==> src/rtl/regf_bank.sv <==
// regf_bank
//    Bank of NREG registers, WIDTH bits each, on a single clock. On every clock
//    edge one entry (WSel) may be cleared, loaded from BusOut, incremented or
//    decremented. Any entry (RSel) can be read combinationally. A sticky
//    overflow flag records any applied increment from all-ones or any applied
//    decrement from zero.
//
//    Ports
//       Clk     in   1      clock, every state update happens on its rising edge
//       RST     in   1      synchronous active-high reset
//       Wen     in   1      load BusOut into reg[WSel]
//       INC     in   1      increment reg[WSel]
//       DEC     in   1      decrement reg[WSel]
//       CLR     in   1      reg[WSel] <= SVAL
//       OvfClr  in   1      clear the sticky ovf flag
//       WSel    in   AW     target register for Wen/INC/DEC/CLR
//       RSel    in   AW     read-port select
//       BusOut  in   WIDTH  data bus input
//       dout    out  WIDTH  reg[RSel], or 0 when RSel selects no register
//       z       out  1      dout == 0
//       ovf     out  1      sticky overflow/underflow flag

module regf_bank #(
   parameter int               WIDTH = 8,
   parameter int               NREG  = 4,
   parameter logic [WIDTH-1:0] SVAL  = '0,
   parameter bit               SAT   = 1'b0,
   localparam int              AW    = $clog2(NREG)
) (
   input  logic             Clk,
   input  logic             RST,
   input  logic             Wen,
   input  logic             INC,
   input  logic             DEC,
   input  logic             CLR,
   input  logic             OvfClr,
   input  logic [AW-1:0]    WSel,
   input  logic [AW-1:0]    RSel,
   input  logic [WIDTH-1:0] BusOut,
   output logic [WIDTH-1:0] dout,
   output logic             z,
   output logic             ovf
);

   logic [WIDTH-1:0] regs [NREG];
   logic [WIDTH-1:0] cur_val;
   logic [WIDTH-1:0] next_val;
   logic             wsel_hit;
   logic             do_update;
   logic             ovf_set;

   // Read port: a select that matches no register yields zero, which also
   // covers the unused codes of a non-power-of-two bank.
   always_comb begin
      dout = '0;
      for (int i = 0; i < NREG; i++) begin
         if (RSel == AW'(i)) begin
            dout = regs[i];
         end
      end
   end

   assign z = (dout == '0);

   // Fetch the current value of the write target; wsel_hit stays low when
   // WSel points past the last register so the whole operation is dropped.
   always_comb begin
      cur_val  = '0;
      wsel_hit = 1'b0;
      for (int i = 0; i < NREG; i++) begin
         if (WSel == AW'(i)) begin
            cur_val  = regs[i];
            wsel_hit = 1'b1;
         end
      end
   end

   // Resolve the single operation applied this cycle (CLR > Wen > INC > DEC).
   // Only an operation that actually wins can raise the overflow flag, so a
   // masked INC/DEC below CLR or Wen never sets ovf.
   always_comb begin
      next_val = cur_val;
      ovf_set  = 1'b0;
      if (CLR) begin
         next_val = SVAL;
      end else if (Wen) begin
         next_val = BusOut;
      end else if (INC) begin
         if (cur_val == '1) begin
            next_val = SAT ? cur_val : '0;
            ovf_set  = wsel_hit;
         end else begin
            next_val = cur_val + WIDTH'(1);
         end
      end else if (DEC) begin
         if (cur_val == '0) begin
            next_val = SAT ? cur_val : '1;
            ovf_set  = wsel_hit;
         end else begin
            next_val = cur_val - WIDTH'(1);
         end
      end
   end

   assign do_update = wsel_hit & (CLR | Wen | INC | DEC);

   // Register storage and sticky flag. A new overflow event takes precedence
   // over OvfClr in the same cycle so the event is never lost.
   always_ff @(posedge Clk) begin
      if (RST) begin
         for (int i = 0; i < NREG; i++) begin
            regs[i] <= SVAL;
         end
         ovf <= 1'b0;
      end else begin
         for (int i = 0; i < NREG; i++) begin
            if (do_update && (WSel == AW'(i))) begin
               regs[i] <= next_val;
            end
         end
         ovf <= ovf_set | (ovf & ~OvfClr);
      end
   end

endmodule
==> config.mk <==
export PLATFORM = sky130hd
export DESIGN_NAME = regf_bank
export DESIGN_NICKNAME = d
export VERILOG_FILES = /design/src/rtl/regf_bank.sv
export SDC_FILE = /design/constraint.sdc
export NUM_CORES = 1
export LEC_CHECK = 0
export ABC_CLOCK_PERIOD_IN_PS = 3200
export CORE_ASPECT_RATIO = 0.75
export CORE_MARGIN = 4
export CORE_UTILIZATION = 40
export DETAILED_ROUTE_END_ITERATION = 10
export GPL_TIMING_DRIVEN = 0
export SYNTH_ARGS = -nofsm -noshare
export SYNTH_HDL_FRONTEND = slang
export SYNTH_SLANG_ARGS = --single-unit
export TNS_END_PERCENT = 50
==> constraint.sdc <==
create_clock -name Clk -period 3.2 [get_ports Clk]
set_input_delay 0.48 -clock Clk [delete_from_list [all_inputs] [get_ports Clk]]
set_output_delay 0.48 -clock Clk [all_outputs]
set_load 0.01 [all_outputs]
Word level (Yosys, flattened, before mapping)
Memories as Yosys holds them, arrays and structs flattened.
Index checks and enable logic that the tools add are counted.
{ "classes": {"add_sub_neg": 2, "n_eq_ne": 7, "n_mux": 42, "n_bitwise": 11, "n_reduce_logical": 8} }
{ "op_table": {"columns": ["operator", "n"], "rows": [
  ["$mux 8", 18],
  ["$mux 1", 24],
  ["$logic_not 8->1", 2],
  ["$add 8x1->8 const B", 1],
  ["$eq 2x2->1 const B", 4],
  ["$eq 8x8->1 const B", 1],
  ["$or 1x1->1", 8],
  ["$sub 8x1->8 const B", 1],
  ["$eq 2x1->1 const B", 2],
  ["$logic_and 1x1->1", 4],
  ["$logic_not 2->1", 2],
  ["$and 1x1->1", 2],
  ["$not 1->1", 1]
]} }
{ "word_totals": {"reg_bits": 1, "ram_bits": 32, "in_bits": 19, "output_inout_bits": 10, "elab_cells": 72, "n_memories": 1} }
{ "memory_table": {"columns": ["name", "depth", "width", "rd", "rd_ports_with_merged_regs", "wr", "line", "source"], "rows": [
  ["regs", 4, 8, 4, 0, 4, "45", "logic [WIDTH-1:0] regs [NREG];"]
]} }

Depth between registers and ports, before layout
{ "logic_depth": {"ltp_word": 12, "ltp_mapped": 10} }

Worst setup path after synthesis
No wires, ideal clock.
{ "synth_path": {"path_kind": "input -> register", "startpoint": "in WSel[1]", "endpoint": "mem regs[0][7], data pin", "arrival_time_ps": 2532, "t_required_ps": 2912, "path_slack_ps": 381, "cell_stages": 6, "n_path_buf": 1, "path_cell_list": "buf_1 -> mux4_1 -> or4_4 -> or4_1 -> o311ai_1 -> a221oi_1"} }
{ "synth_lines": {"columns": ["item", "line", "source"], "rows": [
  ["start, declared", "37", "input logic [AW-1:0] WSel,"],
  ["end, declared", "45", null]
]} }

Worst setup path in the final report
{ "layout_path": {"startpoint": "in RSel[0]", "endpoint": "out z"} }
{ "layout_between": {"elab_chain_cells": 6, "word_cells_on_any_way": 9, "classes_between": "eq/ne: 3; mux: 4; reduce/logical: 2"} }
{ "layout_lines": {"columns": ["item", "line", "source"], "rows": [
  ["start, declared", "38", "input logic [AW-1:0] RSel,"],
  ["$logic_not 2->1", "57", "if (RSel == AW'(i)) begin"],
  ["$mux 8 (3 in series)", "57", null],
  ["$mux 8 (*)", "57", null],
  ["$logic_not 8->1 (*)", "63", "assign z = (dout == '0);"],
  ["end, declared", "41", "output logic z,"]
]} }
Mark *: on every way between the ends. The rest lies on a longest branch, timed or not.

==> flow_metrics.tcl <==
set metrics [dict create \
    r2r_slack_ns 0.39 \
    cts.path.max_buffers 2 \
    cts-root-buf "clkbuf_8" \
    powerDensity_nw_per_um2 400.2 \
    place_hpwl_um 4444 \
    relSlewSlack_pct 38.95 \
    first_pass_iters 4 \
    rsz0062_at_grt "false" \
    regArea_um2 980.9 \
    finalNetCount 250 \
    cellLeakagePower_nw 0.9841 \
    gp_congestion 0.8096 \
    async_flop_share_pct 0 \
    dp.cells 293 \
    worst_setup_path_end_kind "primary output" \
    holdCritPathClass "reg -> reg" \
    synth.avg_cell_area_um2 11.60 \
    report.final.slew_viol_count 0 \
    yosys_warnings 0 \
    cp_max_fo 8 \
    fmax_mhz 331.4 \
    place_ws_ns -0.6853 \
    fin_crit_sh_pct 94.30 \
    clock_power_share_pct 27.4 \
    multiInputGateArea_um2 1184 \
    yosys-top-cells-area "edfxtp_1, mux4_2, mux4_1, nor2_1, nor3_1" \
    vias 1822 \
    vias_per_cell 5.993 \
    drive_above_1_share_pct 20.09 \
    drcViolationCount 0 \
    status "finished clean" \
    synth.largest_area_cell "edfxtp_1" \
    cts_sinks 33 \
    ys_ff_latch 33 \
    stdcell_count 304 \
    fin_skew_ns 0.004222 \
    dieArea_um2 6873 \
    antenna_left 0 \
    vdd_ir_drop_max_uv 236.8 \
    arrival_ns 2.54 \
    num_rows 23 \
    numCtsBuffers 5 \
    track_usage_pct 18.77 \
    worst-slew-pin-transition_ns 0.9139 \
    grt_start_max_net_pins 11 \
    drt-total-wl_um 6013 \
    overflow 0 \
    n_antenna_cell 0 \
    io_buffer_count 25 \
    period_minus_slack_ns 3.018 \
    setup_viol 0 \
    fillers 493 \
    synthCells 193 \
    intPower_mw 0.7718 \
    finalHoldViolCount 0 \
    drv_cap 0 \
    fin_setup_tns_ns 0 \
    grt_pass1_vias 1669 \
    area_delta_synth_final_pct 21.40 \
    seq_area_frac_synth_pct 43.80 \
    p_comb_share_pct 25.5 \
    cts_tree "done" \
    cts_max_level 2 \
    hold_ws_ns 0.6220 \
    p_sw_share_pct 29.07 \
    clock_latency_ns 0.28 \
    die_x_um 94.41 \
    antenna_found_initial 0 \
    syn_area_um2 2240 \
    worstSetupPathType "in -> out" \
    die_h_um 72.80 \
    critPathLaunchType "input port" \
    seq_power_share_pct 47.1 \
    worstPathRequired_ns 2.72 \
    initial_core_util_pct 41.62 \
    layout_setup_ws_ns 0.1825 \
    core_area_um2 5381 \
    num_io_pins 29 \
    drtIter0Drc 198 \
    syn_nets 215 \
    utilization_pct 50.52 \
    wl_per_cell_um 19.78 \
    synth_cell_types 47 \
    synth_edf_count 32 \
    p_sw_mw 0.3164 \
    synth_top_area_share_pct 42.91 \
    clk_pin_slew_worst_paths_ns 0.07 \
    grt_pass1_wl_um 9397 \
    synth_flop_cell "edfxtp_1" \
]
[through the flow]
stage / cell area [µm²] / power [mW]
after global placement: 2584 / 0.7882
after global routing: 2719 / 1.141
final: 2719 / 1.088
after detailed placement: 2584 / 0.7906
after CTS: 2686 / 1.085
after floorplan: 2240 / 0.6907
[path summary, 6_finish.rpt]
| check | depth (start not counted) | start | to |
|---|---|---|---|
| max | 5 | RSel[0] | z |
| min | 2 | ovf | ovf |
| max reg2reg | 5 | regs[1][4] | regs[3][7] |
| min reg2reg | 2 | ovf | ovf |
[power by group through the flow]
stage	combinational [mW]	sequential (mW)	clock [mW]
final	0.277	0.513	0.299
after global routing	0.301	0.515	0.325
after CTS	0.272	0.512	0.301
after global placement	0.268	0.520	0
after detailed placement	0.269	0.522	0
after floorplan	0.174	0.517	0
[synthesized netlist by cell type (5+ instances only)]
library cell	count
inv_1	12
nand2_1	9
nor4_1	6
xnor2_1	5
o21ai_0	6
mux4_2	12
a21oi_1	6
nor2_1	22
nor3_1	11
nand3_1	6
edfxtp_1	32
[placed cells by master, fill, tap and decap left out, types with 8 or more instances in the layout]
cell type        synthesis  layout
clkdlybuf4s50_1          0      23
edfxtp_1                32      32
inv_1                   12      12
mux4_2                  12      12
nand2_1                  9       8
nor2_1                  22      22
nor3_1                  11       8
[registers in the layout, summed over array words and instances, names as in the netlist]
register  cells
regs         32
ovf           1
[metal layers]
metal | vias to the layer above | track usage [%] | part of all wire, %
li1 | 842 | - | -
met1 | 900 | 29.77 | 47
met2 | 76 | 26.65 | 45
met3 | 4 | 3.608 | 7.8
met4 | 0 | 3.846 | 0.33
met5 | - | 0 | 0
[layout make-up]
cell class,count,area share [%]
multi-input cells,139,43.53
flip-flops and latches,33,36.08
repair buffers,29,10.22
well taps,75,3.451
clock buffers,5,2.531
plain buffers,8,2.071
inverters,12,1.657
clock inverters,3,0.4602
[cells by family (layout without fill, tap and decap cells)]
| kind of cell | count (synthesis) | in the layout | synth area share [%] |
|---|---|---|---|
| AND/OR/NAND/NOR | 75 | 75 | 17.43 |
| AO/OA/AOI/OAI | 37 | 37 | 13.02 |
| flip-flops | 33 | 33 | 43.80 |
| buffers and inverters | 21 | 57 | 4.134 |
| multiplexers | 17 | 17 | 17.21 |
| XOR/XNOR | 7 | 7 | 2.737 |
| adder cells (fa/ha/maj) | 3 | 3 | 1.676 |
[critical path: stages]
cell	delay (ns)
clkbuf_2	0.29
mux4_2	0.60
or4_1	0.51
nor2_1	0.11
clkdlybuf4s50_1	0.54
[timing repair]
item,CTS,global route
setup buffers,2,2
resized for setup,6,8
setup endpoints to repair,33,22
pin swaps,0,0
hold buffers,0,0
Power figures use the tool's default switching activity.
